===== src/rtl/connect4_tipos_pkg.sv =====
// connect4_tipos: shared Connect-4 game types
package connect4_tipos;
    typedef enum logic [1:0] {VACIA, FICHA_1, FICHA_2, FICHA_X} celda_t;
    typedef enum logic [2:0] {
        INICIO, MENU, JUGADOR_INICIAL, TURNO, VERIFICAR, RANDOM, EVALUAR, FIN_JUEGO
    } connect4_turn_state_t;
endpackage


===== src/rtl/connect4_turn_timer.sv =====
// connect4_turn_timer: per-turn down-counter with load, enable and zero flag
module connect4_turn_timer #(
    parameter int TURN_CYCLES = 50_000_000,
    localparam int TW = $clog2(TURN_CYCLES)
) (
    input  logic          clk,
    input  logic          rst,
    input  logic          load,
    input  logic          en,
    output logic [TW-1:0] count,
    output logic          zero
);
    assign zero = count == '0;
    always_ff @(posedge clk)
        if (rst) count <= '0;
        else if (load) count <= TW'(TURN_CYCLES - 1);
        else if (en && !zero) count <= count - 1'b1;
endmodule


===== src/rtl/connect4_turn_ctrl.sv =====
// connect4_turn_ctrl: N-player turn sequencer with turn timer, retry limit and draw detection
module connect4_turn_ctrl
    import connect4_tipos::*;
#(
    parameter int NUM_PLAYERS = 2,
    parameter int TURN_CYCLES = 50_000_000,
    parameter int MAX_RETRIES = 3,
    parameter int BOARD_CELLS = 42,
    localparam int PW = $clog2(NUM_PLAYERS),
    localparam int TW = $clog2(TURN_CYCLES),
    localparam int MW = $clog2(BOARD_CELLS + 1)
) (
    input  logic                   clk,
    input  logic                   rst,
    input  logic                   inicio_juego,
    input  logic [PW-1:0]          jugador_inicial,
    input  logic                   t_jugada,
    input  logic                   valido,
    input  logic                   gano,
    input  logic                   random_valido,
    input  logic                   volver_inicio,
    output logic [PW-1:0]          jugador,
    output logic [NUM_PLAYERS-1:0] en_turno,
    output logic                   en_verificar,
    output logic                   en_random,
    output logic [TW-1:0]          tiempo_restante,
    output logic                   fin_juego,
    output logic [PW-1:0]          ganador,
    output logic                   empate
);
    localparam int RW = $clog2(MAX_RETRIES + 1);
    connect4_turn_state_t state;
    logic [MW-1:0] moves;
    logic [RW-1:0] retries;
    logic t_load, t_en, t_zero, last_move;
    assign last_move = moves == MW'(BOARD_CELLS - 1);
    // reload on game start and on every hand-over to the next player
    assign t_load = state == JUGADOR_INICIAL || (state == EVALUAR && !gano && !last_move);
    assign t_en = state == TURNO && !t_jugada;
    connect4_turn_timer #(.TURN_CYCLES(TURN_CYCLES)) u_timer (
        .clk(clk),
        .rst(rst),
        .load(t_load),
        .en(t_en),
        .count(tiempo_restante),
        .zero(t_zero)
    );
    assign en_turno = (state == TURNO) ? NUM_PLAYERS'(1) << jugador : '0;
    assign en_verificar = state == VERIFICAR;
    assign en_random = state == RANDOM;
    assign fin_juego = state == FIN_JUEGO;
    always_ff @(posedge clk)
        if (rst) begin
            state <= INICIO;
            jugador <= '0;
            moves <= '0;
            retries <= '0;
            ganador <= '0;
            empate <= 1'b0;
        end else
            case (state)
                INICIO: begin
                    moves <= '0;
                    retries <= '0;
                    ganador <= '0;
                    empate <= 1'b0;
                    state <= MENU;
                end
                MENU: if (inicio_juego) state <= JUGADOR_INICIAL;
                JUGADOR_INICIAL: begin
                    jugador <= (int'(jugador_inicial) >= NUM_PLAYERS) ? '0 : jugador_inicial;
                    state <= TURNO;
                end
                TURNO:
                    if (t_jugada) state <= VERIFICAR;
                    else if (t_zero) state <= RANDOM;
                VERIFICAR:
                    if (valido) state <= EVALUAR;
                    else begin
                        retries <= retries + 1'b1;
                        state <= (retries == RW'(MAX_RETRIES - 1)) ? RANDOM : TURNO;
                    end
                RANDOM: if (random_valido) state <= EVALUAR;
                EVALUAR: begin
                    moves <= moves + 1'b1;
                    retries <= '0;
                    if (gano) begin
                        ganador <= jugador;
                        state <= FIN_JUEGO;
                    end else if (last_move) begin
                        empate <= 1'b1;
                        state <= FIN_JUEGO;
                    end else begin
                        jugador <= (jugador == PW'(NUM_PLAYERS - 1)) ? '0 : jugador + 1'b1;
                        state <= TURNO;
                    end
                end
                FIN_JUEGO: if (volver_inicio) state <= INICIO;
                default: state <= INICIO;
            endcase
endmodule


===== config.mk =====
export PLATFORM = sky130hd
export DESIGN_NAME = connect4_turn_ctrl
export DESIGN_NICKNAME = d
export VERILOG_FILES = /design/src/rtl/connect4_tipos_pkg.sv /design/src/rtl/connect4_turn_timer.sv /design/src/rtl/connect4_turn_ctrl.sv
export SDC_FILE = /design/constraint.sdc
export NUM_CORES = 1
export LEC_CHECK = 0
export ABC_AREA = 0
export CAP_MARGIN = 20
export CORE_ASPECT_RATIO = 1.75
export CORE_MARGIN = 1
export CORE_UTILIZATION = 46
export DETAILED_ROUTE_END_ITERATION = 6
export PLACE_DENSITY = 0.82
export SYNTH_ARGS = -nofsm -noshare
export SYNTH_HDL_FRONTEND = slang
export SYNTH_SLANG_ARGS = --single-unit

===== constraint.sdc =====
create_clock -name clk -period 2.6 [get_ports clk]
set_clock_uncertainty 0.15 [all_clocks]
set_input_delay 0.52 -clock clk [delete_from_list [all_inputs] [get_ports clk]]
set_output_delay 0.52 -clock clk [all_outputs]
set_load 0.03 [all_outputs]

Yosys cells after proc, flatten, opt, wreduce, memory -nomap -nowiden --
Index checks and enable logic that the tools add are counted.
Operators by class: shift-type cells 1, multiplexer cells 25, add/sub/neg operators 4, reduce and logical (&&, ||, !) cells 22, equality and inequality tests 18
Operator list (number):
- 26-bit two-way mux | 2
- 3-bit two-way mux | 9
- 26-bit logical NOT | 1
- 26-bit by 1-bit subtractor with 26-bit output, second input constant | 1
- 3-bit one-hot mux with 8 select lines | 1
- 2-bit != test, second input constant | 8
- 3-bit == test, second input constant | 4
- 6-bit one-hot mux with 2 select lines | 1
- 2-bit nonzero test | 4
- 6-bit by 1-bit adder with 6-bit output, second input constant | 1
- 3-bit by 2-bit == test with 1-bit output, second input constant | 2
- 6-bit == test, second input constant | 1
- 1-bit two-way mux | 6
- 1-bit one-hot mux with 2 select lines | 3
- 3-bit AND reduction | 2
- 1-bit logical AND | 4
- 1-bit logical NOT | 4
- 2-bit two-way mux | 2
- 2-bit one-hot mux with 2 select lines | 1
- 2-bit AND reduction | 2
- 4-bit AND reduction | 1
- 2-bit OR reduction | 2
- 3-bit by 1-bit == test with 1-bit output, second input constant | 1
- 3-bit logical NOT | 1
- 6 further kinds | 6
Word-level totals: output and inout bits 34, bits of input ports 9, register bits 40, logic and storage cells 78

Logic depth before layout (Yosys ltp) --
depth in word-level cells 5, depth in mapped cells 8

By module --
A second synthesis with hierarchy kept.
Second synthesis, totals: cells, all modules 262, area total of the unflattened synthesis 2339.7 um^2
By module, submodules not included:
- connect4_turn_timer | cells each 149, seq. area each 520.5 um^2, area an instance 1440.1 um^2, instances 1
- connect4_turn_ctrl | cells each 113, seq. area each 280.3 um^2, area an instance 899.6 um^2, instances 1

Worst setup path before layout --
No wires, ideal clock.
kind register to register, from register u_timer.count[0], to register u_timer.count[5], arrival 2374 ps, slack -57 ps, data required time 2318 ps, cell stages (with the launch flop) 9, clock period less this slack 2657 ps, cell sequence dfxtp_1 -> inv_1 -> ha_1 -> or4b_4 -> or4b_4 -> buf_6 -> o211ai_1 -> xor2_1 -> a21oi_1
Between the ends: longest elaborated chain between the ends 4, elaborated cells on any way between the ends 7, classes of those cells 1 x add/sub; 2 x mux; 4 x reduce/logical
Ends and longest elaborated chain:
- start: declaration | RTL line connect4_turn_timer.sv:10 | output logic [TW-1:0] count,
- start signal: assignment | RTL line connect4_turn_timer.sv:16 | else if (load) count <= TW'(TURN_CYCLES - 1);
- start signal: assignment | RTL line connect4_turn_timer.sv:17 | else if (en && !zero) count <= count - 1'b1;
- parallel branches: the longest is 4 deep, another holds 26-bit by 1-bit subtractor with 26-bit output
Parallel ways; which one is timed is not known. The select of a mux whose other input is x is not followed. A chain may end at the register's enable or synchronous reset.

Worst setup path in the final report --
from register u_timer.count[1], to register state[1]
Between the ends: longest elaborated chain between the ends 3
Ends and longest elaborated chain:
- 26-bit logical NOT | RTL line connect4_turn_timer.sv:13 | assign zero = count == '0;
- 3-bit by 2-bit != test with 1-bit output (no line)
- 4-bit AND reduction (no line)
- end signal: assignment | RTL line connect4_turn_ctrl.sv:81 | state <= (retries == RW'(MAX_RETRIES - 1)) ? RANDOM : TURNO;
- end: declaration | RTL line connect4_turn_ctrl.sv:32 | connect4_turn_state_t state;
Every way passes these cells.

==> impl_metrics.toml <==
[detailed_routing]
routed_wl_um = 6022
drc = 0
drt_iter0_drc = 80
vias = 2287
dr.pass1.iters = 4
wire_per_inst_um = 15.89
ant_nets = 0
routed_via_density = 6.034

[place]
dpl.hpwl_um = 4256
placed_cell_area_mm2 = 0.002814
place.gp.congestion = 0.9973
placement.io_buffers = 42

[power]
peakVddDrop_mv = 0.6095
p_per_area_mw_per_mm2 = 756.1
p_leak_nw = 1.102

[final_layout]
fin_area_mm2 = 0.002985
final_util_pct = 66.57
layout_commonest_cell = "clkdlybuf4s50_1"
register_area_um2 = 803.3
n_antenna_cell = 0
area_growth_pct = 35.88
layout.nets = 340
drive_above_1_share_pct = 15.55
layout_common_cells = "41 x clkdlybuf4s50_1, 38 x dfxtp_1, 33 x nor2_1"
fill_cells = 375
multiInputGateArea_mm2 = 0.001336

[logic_synthesis]
ys_ff_latch = 40
synth_fp_nets = 278
seq_area_frac_synth_pct = 36.45
avgSynthCellArea_um2 = 8.291
netlist_instances = 265
synth-edff-count = 0
ys_warn_count = 0
async_reset_ff_share_pct = 0
yosysUniqueCellTypes = 51
synth_ff_type = "dfxtp_1"
netlist_area_mm2 = 0.002197

[critical_path]
startpoint = "u_timer.count[1]"
path_class = "reg -> reg"
end_kind = "register"
critPathArrivalTime_ns = 2.58
timing.rr.start = "u_timer.count[1]"
critical_path_required_ns = 2.63
startpoint_type = "register"
crit_path_max_fanout = 5

[global_routing]
grt_pass1_wl_um = 9604
grt_pass1_vias = 2132
grt_usage_pct = 24.93
antenna_found_initial = 0
grt.overflow.total = 0
grt_max_degree = 33

[die]
rows = 32
dieHeight_um = 93.43
core-area_mm2 = 0.004484
start_util_pct = 49.00
dieArea_mm2 = 0.005067
io_pins = 43
die_w_um = 54.24

[worst_hold_path]
hold_path.class = "reg -> reg"
min_from = "ganador"

[run_status]
status = "finished, final reports clean"

[sta]
hold_ws_ns = 0.3469
rsz0062_at_grt = "yes"
tightestPinTransition_ns = 0.5197
fmax_ghz = 0.3925
slew_viol_final = 0
setup_viol_count_final = 0
period_needed_ns = 2.548
hold_violations = 0
relSlewSlack_pct = 65.23
period_share_pct = 97.99
finalSetupTns_ns = 0

[clocking]
cts_tree = "done"
cts_sinks = 40
clkTransAtPathRegs_ns = 0.08
cts-root-buf = "clkbuf_8"
worstSkewPairLatency_ns = 0.29
clock_path_buffers = 2
cts_max_level = 2
hold_buffers = 0
cts_buffers = 5

[flow_run]
max-cap-violations = 0
==> kinds of logic after synthesis <==
group	synth area share (%)
AND/OR/NAND/NOR	28.36
multiplexers	1.936
adder cells (fa/ha/maj)	2.278
flip-flops	36.45
XOR/XNOR	4.385
buffers and inverters	4.157
AO/OA/AOI/OAI	22.44
==> routing by layer <==
metal	GRT usage, %	share of wire (%)	vias to the layer above	routed length, um
met2	45.93	55	72	3298
met3	4.228	4.4	13	267
li1	-	-	1116	-
met4	7.692	1.9	0	112
met5	0	0	-	0
met1	27.00	39	1086	2344
==> worst paths after layout <==
kind | end | slack (ns) | cells after the start
worst max-delay path | state[1] | 0.05 | 8
worst min-delay path | ganador | 0.35 | 2
worst max register to register | state[1] | 0.05 | 8
worst min register to register | ganador | 0.35 | 2
==> registers in the layout, indices dropped and copies added, names as in the netlist <==
name	cells
u_timer.count	26
moves	6
state	3
retries	2
empate	1
ganador	1
jugador	1
==> per-stage QoR <==
stage / setup slack, ns / power [mW] / cells
CTS: 0.009210 / 2.192 / 377
global placement: 0.04410 / 1.735 / 369
finish: 0.05227 / 2.257 / 379
detailed placement: 0.005974 / 1.748 / 369
global route: -0.02672 / 2.383 / 379
floorplan: 0.004860 / 1.378 / 265
==> cells in the mapped netlist (all sizes together) (3+ instances only) <==
| cell type | instances | share of area (%) |
|---|---|---|
| nor4b | 3 | 2.2 |
| nor2 | 33 | 5.6 |
| or3 | 7 | 2.0 |
| a31oi | 8 | 2.3 |
| xnor2 | 4 | 1.6 |
| nand3 | 5 | 1.1 |
| or4 | 10 | 3.6 |
| nand4 | 5 | 1.4 |
| ha | 4 | 2.3 |
| dfxtp | 40 | 36 |
| inv | 7 | 1.2 |
| o21a | 3 | 1.0 |
| nor3 | 14 | 3.2 |
| o31ai | 8 | 2.7 |
| xor2 | 7 | 2.8 |
| a21oi | 21 | 4.8 |
| a211oi | 4 | 1.4 |
| o21ai | 11 | 2.7 |
| nand2 | 15 | 2.6 |
| clkbuf | 12 | 2.0 |
| buf | 3 | 0.91 |
| o211ai | 7 | 2.6 |
==> critical path, cell delays in order (launching register included) <==
cell	delay, ns
dfxtp_2	0.32
inv_1	0.06
ha_1	0.15
or4b_4	0.47
or4b_4	0.58
buf_8	0.17
o21a_1	0.24
a21oi_1	0.21
a21oi_1	0.10
==> area by class of cell <==
| type | instances | share of cell area [%] |
|---|---|---|
| clock buffer | 6 | 2.766 |
| clock inverter | 2 | 0.5029 |
| inverter | 7 | 0.8801 |
| multi-input combinational | 203 | 44.76 |
| sequential | 40 | 26.91 |
| tap | 51 | 2.137 |
| timing repair buffer | 70 | 22.05 |
==> where the power goes <==
| part | internal (mW) | switching (mW) | total (mW) |
|---|---|---|---|
| logic | 0.454 | 0.581 | 1.04 |
| clock network | 0.215 | 0.224 | 0.438 |
| registers | 0.688 | 0.0954 | 0.783 |
| total | 1.36 | 0.900 | 2.26 |
==> timing repair <==
action                                  4_1_cts  5_1_grt
resized for setup                             1        6
endpoints found under the setup margin        4       18
buffers inserted                              0        1
gates cloned                                  0        1
pin swaps                                     0        4
(Power assumes the default switching activity.)
